===== src/rtl/lpc_frame_control.sv =====
`default_nettype none
// ============================================================================
// Module   : lpc_frame_control
// Purpose  : Frame sequencer that loads samples into memory, hands the memory
//            to the encoder, then waits for the encoder to finish. Define
//            LPC_FRAME_WDOG_EN to build in the encoder watchdog.
// Revision : 1.0 - initial release
// ============================================================================
module lpc_frame_control #(
  parameter int FRAME_LEN   = 160,
  parameter int ADDR_W      = 8,
  parameter int WDOG_CYCLES = 4096
) (
  input  logic              clk,
  input  logic              reset,
  input  logic              frame_go,
  input  logic              cont,
  input  logic              abort,
  input  logic              load_valid,
  output logic              load_ready,
  output logic              mem_we,
  output logic [ADDR_W-1:0] mem_waddr,
  output logic              mem_sel,
  output logic              enc_start,
  input  logic              enc_done,
  output logic              enc_abort,
  output logic              frame_done,
  output logic [15:0]       frame_count,
  output logic              wdog_err
);

  typedef enum logic [2:0] {
    ST_IDLE  = 3'd0,
    ST_LOAD  = 3'd1,
    ST_START = 3'd2,
    ST_RUN   = 3'd3,
    ST_DONE  = 3'd4
  } state_t;

  localparam logic [ADDR_W-1:0] LAST_ADDR = ADDR_W'(FRAME_LEN - 1);

  state_t            state_q, state_d;
  logic [ADDR_W-1:0] cnt_q, cnt_d;
  logic [15:0]       frame_count_q, frame_count_d;
  logic              abort_hit;
  logic              wdog_trip;

  assign abort_hit = abort && (state_q != ST_IDLE);

`ifdef LPC_FRAME_WDOG_EN
  localparam int                WDOG_W    = $clog2(WDOG_CYCLES);
  localparam logic [WDOG_W-1:0] WDOG_LAST = WDOG_W'(WDOG_CYCLES - 1);

  logic [WDOG_W-1:0] wdog_cnt_q, wdog_cnt_d;
  logic              wdog_err_q, wdog_err_d;

  // A same-cycle enc_done beats the watchdog expiry.
  assign wdog_trip = (state_q == ST_RUN) && (wdog_cnt_q == WDOG_LAST) && !enc_done;

  always_comb begin
    wdog_cnt_d = wdog_cnt_q;
    wdog_err_d = wdog_err_q;
    if (state_q == ST_START) begin
      wdog_cnt_d = '0;
    end else if (state_q == ST_RUN) begin
      wdog_cnt_d = wdog_cnt_q + WDOG_W'(1);
    end
    if (state_q == ST_IDLE && frame_go) begin
      wdog_err_d = 1'b0;
    end else if (wdog_trip) begin
      wdog_err_d = 1'b1;
    end
  end

  always_ff @(posedge clk) begin
    if (reset) begin
      wdog_cnt_q <= '0;
      wdog_err_q <= 1'b0;
    end else begin
      wdog_cnt_q <= wdog_cnt_d;
      wdog_err_q <= wdog_err_d;
    end
  end

  assign wdog_err = wdog_err_q;
`else
  assign wdog_trip = 1'b0;
  assign wdog_err  = 1'b0;
`endif

  always_comb begin
    state_d       = state_q;
    cnt_d         = cnt_q;
    frame_count_d = frame_count_q;
    if (abort_hit) begin
      state_d = ST_IDLE;
    end else begin
      case (state_q)
        ST_IDLE: begin
          if (frame_go) begin
            state_d = ST_LOAD;
            cnt_d   = '0;
          end
        end
        ST_LOAD: begin
          // The final sample holds the counter so the address never wraps.
          if (load_valid) begin
            if (cnt_q == LAST_ADDR) begin
              state_d = ST_START;
            end else begin
              cnt_d = cnt_q + ADDR_W'(1);
            end
          end
        end
        ST_START: begin
          state_d = ST_RUN;
        end
        ST_RUN: begin
          if (enc_done) begin
            state_d = ST_DONE;
          end else if (wdog_trip) begin
            state_d = ST_IDLE;
          end
        end
        ST_DONE: begin
          frame_count_d = frame_count_q + 16'd1;
          if (cont) begin
            state_d = ST_LOAD;
            cnt_d   = '0;
          end else begin
            state_d = ST_IDLE;
          end
        end
        default: begin
          state_d = ST_IDLE;
        end
      endcase
    end
  end

  always_ff @(posedge clk) begin
    if (reset) begin
      state_q       <= ST_IDLE;
      cnt_q         <= '0;
      frame_count_q <= '0;
    end else begin
      state_q       <= state_d;
      cnt_q         <= cnt_d;
      frame_count_q <= frame_count_d;
    end
  end

  always_comb begin
    load_ready = 1'b0;
    mem_sel    = 1'b0;
    enc_start  = 1'b0;
    enc_abort  = 1'b0;
    frame_done = 1'b0;
    if (!reset) begin
      load_ready = (state_q == ST_LOAD) && !abort;
      mem_sel    = (state_q == ST_START) || (state_q == ST_RUN);
      enc_start  = (state_q == ST_START) && !abort;
      enc_abort  = abort_hit || wdog_trip;
      frame_done = (state_q == ST_DONE) && !abort;
    end
  end

  assign mem_we      = load_valid && load_ready;
  assign mem_waddr   = cnt_q;
  assign frame_count = frame_count_q;

endmodule
`default_nettype wire


===== config.mk =====
export PLATFORM = sky130hd
export DESIGN_NAME = lpc_frame_control
export DESIGN_NICKNAME = d
export VERILOG_FILES = /design/src/rtl/lpc_frame_control.sv
export SDC_FILE = /design/constraint.sdc
export NUM_CORES = 1
export LEC_CHECK = 0
export ABC_AREA = 1
export CORE_MARGIN = 2
export CORE_UTILIZATION = 35
export CTS_BUF_LIST = sky130_fd_sc_hd__clkbuf_4 sky130_fd_sc_hd__clkbuf_8
export DETAILED_ROUTE_END_ITERATION = 12
export DONT_BUFFER_PORTS = 1
export GPL_TIMING_DRIVEN = 0
export PLACE_DENSITY = 0.6
export SLEW_MARGIN = 40
export SYNTH_ARGS = -nofsm -noshare
export SYNTH_HDL_FRONTEND = slang
export SYNTH_SLANG_ARGS = --single-unit

===== constraint.sdc =====
create_clock -name clk -period 1.5 [get_ports clk]
set_clock_uncertainty 0.15 [all_clocks]
set_input_delay 0.15 -clock clk [delete_from_list [all_inputs] [get_ports clk]]
set_output_delay 0.15 -clock clk [all_outputs]
set_load 0.02 [all_outputs]

==> results by stage <==
Outcome:
- The flow ran to the end, but the final reports show violations.
- The checks that failed: negative setup slack.

Setup path:
- Data on the critical path arrives at its endpoint at 1550 ps.
- The most numerous cell type found on the critical path is sky130_fd_sc_hd__nand2_1.
- In this run the critical register-to-register path is launched from state_q[1].
- The kind of critical path is reg2reg.
- The reg2reg setup slack is -60 ps.
- For the worst setup path, the data required time is 1480 ps.
- The highest-delay cell along the critical path is sky130_fd_sc_hd__dfxtp_4.
- STA classifies the critical path startpoint as a register.
- The origin of the worst setup path is state_q[1].
- On the worst path, the slowest cell contributes a delay of 380 ps.
- The maximum net fanout on the critical path is 6.
- The number of cells traversed by the worst register-to-register path is 9.
- Following the worst setup path forward leads to its endpoint at mem_waddr[4].
- Traced cell by cell, the critical path runs through nor2_4 -> nand2_1 -> nand2_1 -> nand2_2 -> nor2_4 -> buf_4 -> nand2_4 -> nand2_1 -> a21oi_1.
- The capture point of the worst reg-to-reg path is mem_waddr[4].
- The kind of end point of the critical path is a register.

Finish:
- At the end of the flow the core is filled with cells to 47.1%.
- The top cell types in the final layout, fill and taps aside, are 45 x sky130_fd_sc_hd__nand2_1, 34 x sky130_fd_sc_hd__inv_1, 25 x sky130_fd_sc_hd__nor2_1.
- The final-stage net count is 268.
- The finished cells cover 2060 um^2.
- Relative to the synthesized area, the layout overhead comes to 29.3%.
- The non-filler instance count after layout is 310.
- Of the cells placed in the final design, the portion with a size suffix greater than 1 is 34.9%.
- The commonest non-fill, non-tap cell in the layout is sky130_fd_sc_hd__nand2_1.
- The antenna diode count is 0.

Hold path:
- Along the worst hold path, the cell count comes to 3.
- The tightest min-delay check is of the in2reg type.

STA:
- The post-layout worst setup margin is -62.2 ps.
- The worst pin sits at a relative slew slack of 58.1%.
- Static timing analysis puts the maximum clock frequency at 0.640 GHz.
- The sum of negative setup slack is -437 ps.
- The transition time at the pin with the least slew margin is 629 ps.
- The final hold violation count is 0.
- Setup violations remaining at the end of the flow were counted as 13.
- Of the available clock period, the critical path in the final layout requires 104%.
- Setup repair after global routing could not meet its margin everywhere.
- The post-layout minimum cycle time is 1560 ps.
- The max-slew violation count came to 0.

Placement:
- The number of placed instances, taps included, is 289.
- The HPWL after detailed placement is 2690 um.
- Routability-driven placement finished with a final weighted congestion of 0.817.
- The total placed instance area is 1680 um^2.
- During placement, the flow inserted port buffers numbering 0.

Clock network:
- The H-tree level count is 1.
- After clock tree synthesis, the clock-pin slew on the worst setup and hold paths is 100 ps.
- The clock root buffer master is sky130_fd_sc_hd__clkbuf_8.
- At the later pin of the worst-skew pair, clock insertion delay measures 270 ps.
- CTS saw 27 sinks.
- The longest clock path from root to sink contains 2 buffers.
- The TritonCTS clock tree is yes.
- The TritonCTS buffer count is 3.

Logic synthesis:
- The number of cells produced by synthesis is 237.
- The mean instance size in the synthesized netlist is 6.74 um^2.
- For this run, the register share of the synthesized area comes to 33.9%.
- Of all flip-flops after synthesis, the portion carrying an async set or reset was 0%.
- The synthesized design contains 27 register bits.
- The cell area that synthesis handed to floorplanning was 1600 um^2.
- The number of enable-type register cells in the synthesized netlist is 0.
- Synthesis produced a netlist with a net count of 246.
- The most instantiated flip-flop cell in the synthesis netlist is sky130_fd_sc_hd__dfxtp_1.
- The number of warnings reported in the yosys synthesis log is 0.
- The number of distinct library cell variants in the gate-level netlist after synthesis is 31.

Global route:
- The residual overflow from global routing is 0.
- The first-pass GRT wire length is 6520 um.
- Entering global routing, the biggest net connects 17 pins.
- The initial antenna violation count is 0.
- In the global route stage, overall resource usage came out at 15.6%.
- The via count of the first global-routing pass came to 1,499.

Floorplan:
- The die covers 5120 um^2.
- The core region is 4380 um^2.
- From bottom edge to top edge, the die measures 71.5 um.
- The floorplan step set the die width to 71.5 um.
- The placement row count is 24.
- The initial cell density of the core is 36.4%.
- The count of boundary I/O pins is 38.

Detailed routing:
- The count of routing violations after the opening detailed-route iteration is 60.
- The wire length per cell after detailed routing is 12.5 um.
- The count of vias placed by the detailed router is 1,565.
- The number of iterations in the first detailed-routing pass is 4.
- Wires add up to 3890 um.
- The post-detailed-route count of antenna-violating nets is 0.
- The post-route DRC violation count is 0.
- Dividing the detail-routed via count by the number of cells gives 5.05.

Power:
- Summed over all cells, the static leakage comes to 0.821 nW.
- The power density normalized to cell area is 971 nW/um^2.
- Summing internal, switching and leakage power gives 2.00 mW.
- The maximum ir drop on the vdd rail is 0.558 mV.

Job:
- The tool flagged a number of max-cap violations equal to 0.
per-stage QoR:
| stage | hold slack, ps | setup WS [ps] |
|---|---|---|
| 2_1_floorplan | 77.4 | 5.78 |
| 3_3_place_gp | 80.7 | -172 |
| 3_5_place_dp | 80.8 | -206 |
| 4_1_cts | 42.9 | -65.3 |
| 5_1_grt | 64.3 | -169 |
| 6_report | 42.8 | -62.2 |
state kept, by name (all words and copies together), names as in the netlist:
name and cells:
frame_count 16, mem_waddr 8, state_q 3
how the worst min path moves through the flow:
stage	startpoint	slack [ps]	end
4_1_cts	enc_done	40	state_q[1]
3_3_place_gp	reset	80	frame_count[5]
6_report	enc_done	40	state_q[2]
3_5_place_dp	reset	80	frame_count[5]
5_1_grt	enc_done	60	state_q[0]
2_1_floorplan	reset	80	frame_count[5]
power by group:
part           switching [mW]  internal (mW)  leakage [nW]
registers              0.0996          0.763         0.233
logic                   0.414          0.304         0.563
clock network           0.234          0.190        0.0260
synthesized netlist by cell type, types with 3 or more instances:
master	count	area, um^2
sky130_fd_sc_hd__a21oi_1	15	75.1
sky130_fd_sc_hd__dfxtp_1	27	541
sky130_fd_sc_hd__inv_1	35	131
sky130_fd_sc_hd__nand2_1	51	191
sky130_fd_sc_hd__nand2_2	4	25.0
sky130_fd_sc_hd__nand3_1	15	75.1
sky130_fd_sc_hd__nand3_2	4	40.0
sky130_fd_sc_hd__nand4_1	5	31.3
sky130_fd_sc_hd__nor2_1	34	128
sky130_fd_sc_hd__nor2_4	3	33.8
sky130_fd_sc_hd__nor3_1	8	40.0
sky130_fd_sc_hd__o21ai_0	8	40.0
sky130_fd_sc_hd__o21bai_1	4	30.0
metal layers:
layer / GRT usage (%) / vias to the layer above / part of all wire (%)
met3: 5.49 / 4 / 7.1
met2: 27.0 / 36 / 49
met5: 0 / - / 0
met4: 3.14 / 0 / 1.5
li1: - / 801 / -
met1: 18.8 / 724 / 42
final cells by class:
class / instances / area, um^2
plain buffers: 4 / 30.0
clock buffers: 3 / 41.3
clock inverters: 1 / 6.26
fillers: 450 / 2320
inverters: 37 / 139
multi-input cells: 170 / 1050
flip-flops and latches: 27 / 593
well taps: 52 / 65.1
repair buffers: 16 / 144
critical path: cells and delay by family, from the launching register on:
kind,cells,cell delay [ps]
AO/OA/AOI/OAI,1,50
buffers and inverters,1,130
flip-flops,1,380
AND/OR/NAND/NOR,7,700
timing repair:
item,CTS,global route
hold buffers,5,0
hold endpoints to repair,8,0
buffers inserted,4,7
endpoints found under the setup margin,29,29
resized for setup,32,35
pin swaps,6,21
gates cloned,1,0
kinds of logic after synthesis:
group                    synth area share, %
AND/OR/NAND/NOR                         42.3
buffers and inverters                   10.6
AO/OA/AOI/OAI                           10.9
flip-flops                              33.9
adder cells (fa/ha/maj)                 1.57
XOR/XNOR                               0.549
other                                  0.235
No activity file was read; power rests on OpenSTA's default activity.
